### src/rtl/serial_index_stream_pkg.sv
// Shared definitions for the serial index stream and its companion reducers:
// signed sample limits as functions of the sample width, and FSM encodings.
package serial_index_stream_pkg;

    // Controller states: waiting for a command, or streaming a frame.
    typedef enum logic [0:0] {
        ST_IDLE = 1'b0,
        ST_EMIT = 1'b1
    } state_e;

    // Most negative two's-complement value of a given width (background).
    function automatic int sample_min(input int width);
        return -(1 <<< (width - 1));
    endfunction

    // Most positive two's-complement value of a given width (peak).
    function automatic int sample_max(input int width);
        return (1 <<< (width - 1)) - 1;
    endfunction

endpackage : serial_index_stream_pkg

### src/rtl/serial_index_stream_frame_counter.sv
// Element counter for one frame: enable-gated up-counter with synchronous
// clear and a terminal flag that marks the final element of the frame.
module frame_counter
    import serial_index_stream_pkg::*;
#(
    parameter int CW = 5
) (
    input  logic          clk,
    input  logic          rst,
    input  logic          clr,
    input  logic          en,
    input  logic [CW-1:0] limit,
    output logic [CW-1:0] count,
    output logic          terminal
);

    logic [CW-1:0] count_q;
    logic [CW-1:0] count_d;

    // Next count: clear wins over increment so a new frame always starts at 0.
    always_comb begin
        count_d = count_q;
        if (clr) begin
            count_d = '0;
        end else if (en) begin
            count_d = count_q + CW'(1);
        end
    end

    // Count register with synchronous reset.
    always_ff @(posedge clk) begin
        if (rst) begin
            count_q <= '0;
        end else begin
            count_q <= count_d;
        end
    end

    assign count    = count_q;
    // Frame length is at most 2^CW-1, so limit-1 never needs to wrap for a
    // real frame; a zero limit is never used while emitting.
    assign terminal = (count_q == (limit - CW'(1)));

endmodule : frame_counter

### src/rtl/serial_index_stream.sv
// Accepts (index, length) commands and emits a serial frame of signed
// samples that is MIN everywhere except a single MAX at the commanded index.
//
// Handshakes: a transfer happens on a rising edge where valid and ready are
// both high; valid never depends combinationally on ready, and once the
// output is valid, its sample and flags hold until the transfer completes.
module serial_index_stream
    import serial_index_stream_pkg::*;
#(
    parameter int WIDTH        = 4,
    parameter int ARGMAX_WIDTH = 5
) (
    input  logic                    clk,
    input  logic                    rst,
    input  logic                    cmd_valid,
    output logic                    cmd_ready,
    input  logic [ARGMAX_WIDTH-1:0] cmd_index,
    input  logic [ARGMAX_WIDTH-1:0] cmd_len,
    output logic signed [WIDTH-1:0] out,
    output logic                    out_valid,
    input  logic                    out_ready,
    output logic                    out_first,
    output logic                    out_last,
    output logic                    err
);

    localparam logic signed [WIDTH-1:0] S_MIN = WIDTH'(sample_min(WIDTH));
    localparam logic signed [WIDTH-1:0] S_MAX = WIDTH'(sample_max(WIDTH));

    state_e                  state_q;
    state_e                  state_d;
    logic [ARGMAX_WIDTH-1:0] index_q;
    logic [ARGMAX_WIDTH-1:0] index_d;
    logic [ARGMAX_WIDTH-1:0] len_q;
    logic [ARGMAX_WIDTH-1:0] len_d;
    logic                    err_q;
    logic                    err_d;

    logic                    cnt_clr;
    logic                    cnt_en;
    logic [ARGMAX_WIDTH-1:0] cnt;
    logic                    cnt_last;

    frame_counter #(
        .CW(ARGMAX_WIDTH)
    ) u_frame_counter (
        .clk      (clk),
        .rst      (rst),
        .clr      (cnt_clr),
        .en       (cnt_en),
        .limit    (len_q),
        .count    (cnt),
        .terminal (cnt_last)
    );

    // Next-state and command capture; ready is suppressed while reset is held.
    always_comb begin
        state_d   = state_q;
        index_d   = index_q;
        len_d     = len_q;
        err_d     = 1'b0;
        cnt_clr   = 1'b0;
        cnt_en    = 1'b0;
        cmd_ready = (state_q == ST_IDLE) && !rst;
        case (state_q)
            ST_IDLE: begin
                if (cmd_valid && cmd_ready) begin
                    index_d = cmd_index;
                    len_d   = cmd_len;
                    cnt_clr = 1'b1;
                    // An empty frame is consumed silently with no error.
                    if (cmd_len != '0) begin
                        state_d = ST_EMIT;
                        err_d   = (cmd_index >= cmd_len);
                    end
                end
            end
            ST_EMIT: begin
                if (out_ready) begin
                    cnt_en = 1'b1;
                    if (cnt_last) begin
                        state_d = ST_IDLE;
                    end
                end
            end
            default: begin
                state_d = ST_IDLE;
            end
        endcase
    end

    // Sample and flags derive only from registered state and count. An
    // out-of-range index never matches the count, so that frame is all MIN.
    always_comb begin
        out_valid = 1'b0;
        out       = S_MIN;
        out_first = 1'b0;
        out_last  = 1'b0;
        if (state_q == ST_EMIT) begin
            out_valid = 1'b1;
            out       = (cnt == index_q) ? S_MAX : S_MIN;
            out_first = (cnt == '0);
            out_last  = cnt_last;
        end
    end

    // Control registers; reset aborts any frame in progress.
    always_ff @(posedge clk) begin
        if (rst) begin
            state_q <= ST_IDLE;
            index_q <= '0;
            len_q   <= '0;
            err_q   <= 1'b0;
        end else begin
            state_q <= state_d;
            index_q <= index_d;
            len_q   <= len_d;
            err_q   <= err_d;
        end
    end

    assign err = err_q;

endmodule : serial_index_stream

### config.mk
export PLATFORM = sky130hd
export DESIGN_NAME = serial_index_stream
export DESIGN_NICKNAME = d
export VERILOG_FILES = /design/src/rtl/serial_index_stream_pkg.sv /design/src/rtl/serial_index_stream_frame_counter.sv /design/src/rtl/serial_index_stream.sv
export SDC_FILE = /design/constraint.sdc
export NUM_CORES = 1
export LEC_CHECK = 0
export ABC_AREA = 1
export CORE_ASPECT_RATIO = 0.5
export CORE_MARGIN = 5
export CORE_UTILIZATION = 30
export CTS_CLUSTER_DIAMETER = 100
export DETAILED_ROUTE_END_ITERATION = 10
export PLACE_DENSITY = 0.58
export SLEW_MARGIN = 20
export SYNTH_ARGS = -nofsm -noshare
export SYNTH_HDL_FRONTEND = slang
export SYNTH_SLANG_ARGS = --single-unit
### constraint.sdc
create_clock -name clk -period 2.6 [get_ports clk]
set_input_delay 0.65 -clock clk [delete_from_list [all_inputs] [get_ports clk]]
set_output_delay 0.65 -clock clk [all_outputs]
set_load 0.05 [all_outputs]
# Word-level counts from Yosys, hierarchy flattened
# Index checks and enable logic that the tools add are counted.
word_totals:
  mem_count: 0
  inputBits: 14
  rom_bits: 0
  output_inout_bits: 9
  wordCells: 35
  mem_bits_rw: 0
  latchBits: 0
  reg_bits: 17
op_classes:
  shifts: 0
  n_div: 0
  n_bitwise: 3
  n_eq_ne: 2
  n_addsub: 2
  n_reduce_logical: 8
  n_lt_le_gt_ge: 1
  n_mux: 14
  mul: 0
op_table:
  columns: ["operator", "count"]
  rows:
  - ["$mux 1", 11]
  - ["$eq 5x5->1", 2]
  - ["$mux 4", 2]
  - ["$add 5x1->5 const B", 1]
  - ["$ge 5x5->1", 1]
  - ["$logic_not 5->1", 1]
  - ["$reduce_bool 5->1", 1]
  - ["$sub 5x1->5 const B", 1]
  - ["$reduce_or 4->1", 1]
  - ["$not 1->1", 3]
  - ["$logic_and 1x1->1", 2]
  - ["$pmux 1 s2", 1]
  - ["$reduce_and 2->1", 1]
  - ["$reduce_or 2->1", 1]
  - ["$logic_not 1->1", 1]

# Logic depth before layout (Yosys ltp)
logic_depth:
  depth_word: 6
  mapped_depth: 11
  ltp_nobuf: 11

# Cells and area by module
# Synthesis repeated with hierarchy kept, for this count alone.
hier_totals:
  hier_cells: 174
  hier_area_um2: 1121.1
by_module_without_submodules:
  columns: ["mod", "n_inst", "cells_per_inst", "area_per_inst_um2", "seq_area_each_um2"]
  rows:
  - ["serial_index_stream", 1, 108, 721.9, 240.2]
  - ["frame_counter", 1, 66, 399.1, 100.1]

# Worst setup path after synthesis
# No wires, ideal clock.
synth_path:
  path_type: "flip-flop to output port"
  start: "register state_q"
  end: "output out_first"
  arrival_ps: 1888
  setup_slack_ps: 62
  path_stages_with_launch: 3
  cell_sequence: "dfxtp_1 nand3_1 nor3_1"
synth_via:
  elab_chain_len: 1
synth_lines:
  columns: ["element", "line", "text"]
  rows:
  - ["start, declared", "serial_index_stream.sv:30", "state_e state_q;"]
  - ["start signal, assigned", "serial_index_stream.sv:115", "state_q <= state_d;"]
  - ["$mux 1", "serial_index_stream.sv:99", "if (state_q == ST_EMIT) begin"]
  - ["end, declared", "serial_index_stream.sv:22", "output logic out_first,"]
# No other way between the ends.

# Worst setup path in the final report
layout_path:
  start: "register len_q[0]"
  end: "output out_last"
layout_via:
  elab_chain_len: 3
layout_lines:
  columns: ["element", "line", "text"]
  rows:
  - ["start, declared", "serial_index_stream.sv:34", "logic [ARGMAX_WIDTH-1:0] len_q;"]
  - ["start signal, assigned", "serial_index_stream.sv:117", "len_q <= len_d;"]
  - ["$sub 5x1->5", "serial_index_stream_frame_counter.sv:42", "assign terminal = (count_q == (limit - CW'(1)));"]
  - ["$eq 5x5->1", "serial_index_stream_frame_counter.sv:42", null]
  - ["$mux 1", "serial_index_stream.sv:99", null]
  - ["end, declared", "serial_index_stream.sv:23", "output logic out_last,"]
# No other way between the ends.

==> impl_metrics.csv <==
group,metric,value,unit
status,status,"finished, final reports clean",
sta,final.setup.tns,0,ps
flow_run,drv_cap,0,
setup_path,start_kind,"flip-flop",
route,routed_wl,2499,um
route,ant_nets,0,
min_path,hp-start,"index_q[1]",
sta,slew_violations,0,
placed_design,placed_cell_area,0.001294,mm^2
logic_synthesis,synth_area_leaders,"dfxtp_1 33%, nand2_1 15%, ha_1 9.7%",
clock_network,clock-root-buffer,"clkbuf_8",
global_routing,grt_use_total,11.48,%
logic_synthesis,ys_ff_latch,17,
finish,antenna_cells,0,
placed_design,place_congestion,0.7448,
finish,final_cell_count_no_fill,217,
global_routing,overflow,0,
setup_path,cp-end-kind,"primary output",
logic_synthesis,syn-cell-area,0.001028,mm^2
placed_design,place_inst,213,
finish,area_growth,30.54,%
logic_synthesis,synth_cell_types,23,
pwr,p_per_area,494.0,mW/mm^2
sta,period_needed,2420,ps
logic_synthesis,synth_top_area_share,33.09,%
finish,utilization,39.96,%
route,drt_iter0_markers,34,
sta,clock_skew,8.443,ps
global_routing,antenna_found_initial,0,
floorplanning,start_util,30.61,%
setup_path,r2r-start,"len_q[0]",
setup_path,startpoint,"len_q[0]",
logic_synthesis,syn_inst,151,
clock_network,cts_hold_buf,0,
clock_network,htreeDepth,1,
placed_design,pre_cts_ws,338.5,ps
floorplanning,die_area,0.004770,mm^2
sta,setup_viol,0,
floorplanning,core,0.003359,mm^2
route,dr.pass1.iters,5,
route,post_drt_wl_per_cell,11.52,um
finish,final_common_cell,"nand2_1",
route,drc_errors,0,
floorplanning,row_count,15,
setup_path,r2r_setup_slack,1130,ps
sta,slew_headroom,67.01,%
sta,fin_ws,179.7,ps
logic_synthesis,synth.largest_area_cell,"dfxtp_1",
global_routing,grt_pass1_vias,914,
finish,final_area,0.001343,mm^2
setup_path,slowest_stage,"dfxtp_1",
clock_network,cts.path.max_buffers,2,
setup_path,slowest_delay,350,ps
logic_synthesis,syn_nets,173,
placed_design,io_buffers,22,
setup_path,crit_type,"reg2out",
sta,rsz0062_at_grt,"no",
finish,drive_above_1_share,10.29,%
finish,nets,198,
setup_path,crit_top_cell,"nand2_1",
setup_path,cp_max_fo,4,
route,num_vias,979,
pwr,p_leak,0.6267,nW
clock_network,clkTransAtPathRegs,70,ps
logic_synthesis,avgSynthCellArea,6.811,um^2
global_routing,grt_max_degree,11,
placed_design,hpwlAfterDp,2042,um
global_routing,grt_pass1_wl,4174,um
logic_synthesis,synth_warnings,0,
setup_path,crit_arrival,1770,ps
setup_path,critPathRequiredTime,1950,ps
clock_network,cts_sinks,17,
sta,worst-slew-pin-transition,493.4,ps
pwr,vdd_drop_max,0.1539,mV
sta,hold_viol_final,0,
setup_path,crit_family,"simple AND/OR/NAND/NOR gates",
clock_network,clk_latency,260,ps
floorplanning,ios,23,
clock_network,cts_tree,"yes",
route,avgViaCountPerCell,4.512,
setup_path,crit_buf_inv,3,
setup_path,path_cells,"inv_1, ha_1, inv_1, nand2_1, nand2_1, nor2_1, nand2_1, nor2_1, nand2_1, nor2_2, buf_12",
floorplanning,die_height,51.40,um
sta,period_share,93.09,%
min_path,min_path_type,"reg2reg",
floorplanning,die_w,92.81,um
finish,layout_common_cells,"41 x nand2_1, 24 x inv_1, 17 x dfxtp_1",
clock_network,cts_buffers,3,
logic_synthesis,yosysSeqAreaShare,33.09,%
sta,fmaxAchievable,413.2,MHz
## cells in the mapped netlist
cell       n
nand4_1    3
a21oi_1    8
o22ai_1    5
nor2_2     1
o221ai_1   1
inv_1     24
inv_4      1
nand2_1   41
nor3_1     3
a32o_1     2
and3_1     1
inv_2      1
nor2_4     1
nand3_1    6
dfxtp_1   17
nor3_2     1
o21ai_1    2
buf_4      2
o21ai_0    6
ha_1       8
nor2_1    14
xor2_1     2
nand2_4    1
## tightest hold or removal path: stages (launching register included)
cell and delay (ps):
dfxtp_1 310, inv_1 70, o21ai_1 70
## worst paths after layout
check	to	cells past startpoint
setup reg to reg	state_q	11
setup / recovery	out_last	11
hold reg to reg	index_q[1]	2
hold / removal	index_q[1]	2
## cell type report
type	count	area, um^2
fill	348	2017
multi-input combinational	106	575.6
sequential	17	340.3
timing repair buffer	22	227.7
inverter	26	100.1
tap	42	52.55
clock buffer	3	41.29
clock inverter	1	5.005
## stage by stage
| step | hold WS (ps) | total power, mW |
|---|---|---|
| 2_1_floorplan | 446.2 | 0.4075 |
| 4_1_cts | 482.7 | 0.6706 |
| 5_1_grt | 510.2 | 0.7102 |
| 6_report | 491.7 | 0.6632 |
| 3_5_place_dp | 471.4 | 0.4673 |
| 3_3_place_gp | 470.3 | 0.4665 |
## cell families (layout without fill, tap and decap cells)
group	after synthesis	after routing	share of synthesized area (%)
simple gates	72	72	30.66
buf+inv	28	52	11.19
compound gates	24	24	13.63
flops	17	17	33.09
fa+ha+maj	8	8	9.733
xor+xnor	2	2	1.703
## layer usage
layer	up-vias	global-route usage [%]	part of all wire [%]
li1	538	-	-
met1	422	14.82	52
met2	17	18.95	44
met3	2	3.235	2.9
met4	0	2.920	0.88
met5	-	0	0
## registers in the layout, summed over array words and instances, names as in the netlist
signal                 cells
len_q                      5
index_q                    5
state_q                    1
u_frame_counter.count      5
err                        1
## report_power, final
part / internal (mW) / total (mW) / switching, mW
Combinational: 0.0706 / 0.175 / 0.104
Clock: 0.106 / 0.202 / 0.0960
Sequential: 0.275 / 0.286 / 0.0104
## what timing repair did
action / 4_1_cts / 5_1_grt
endpoints found under the setup margin: 0 / 1
setup buffers: 0 / 0
gates resized for setup: 0 / 1
Power figures use the tool's default switching activity.
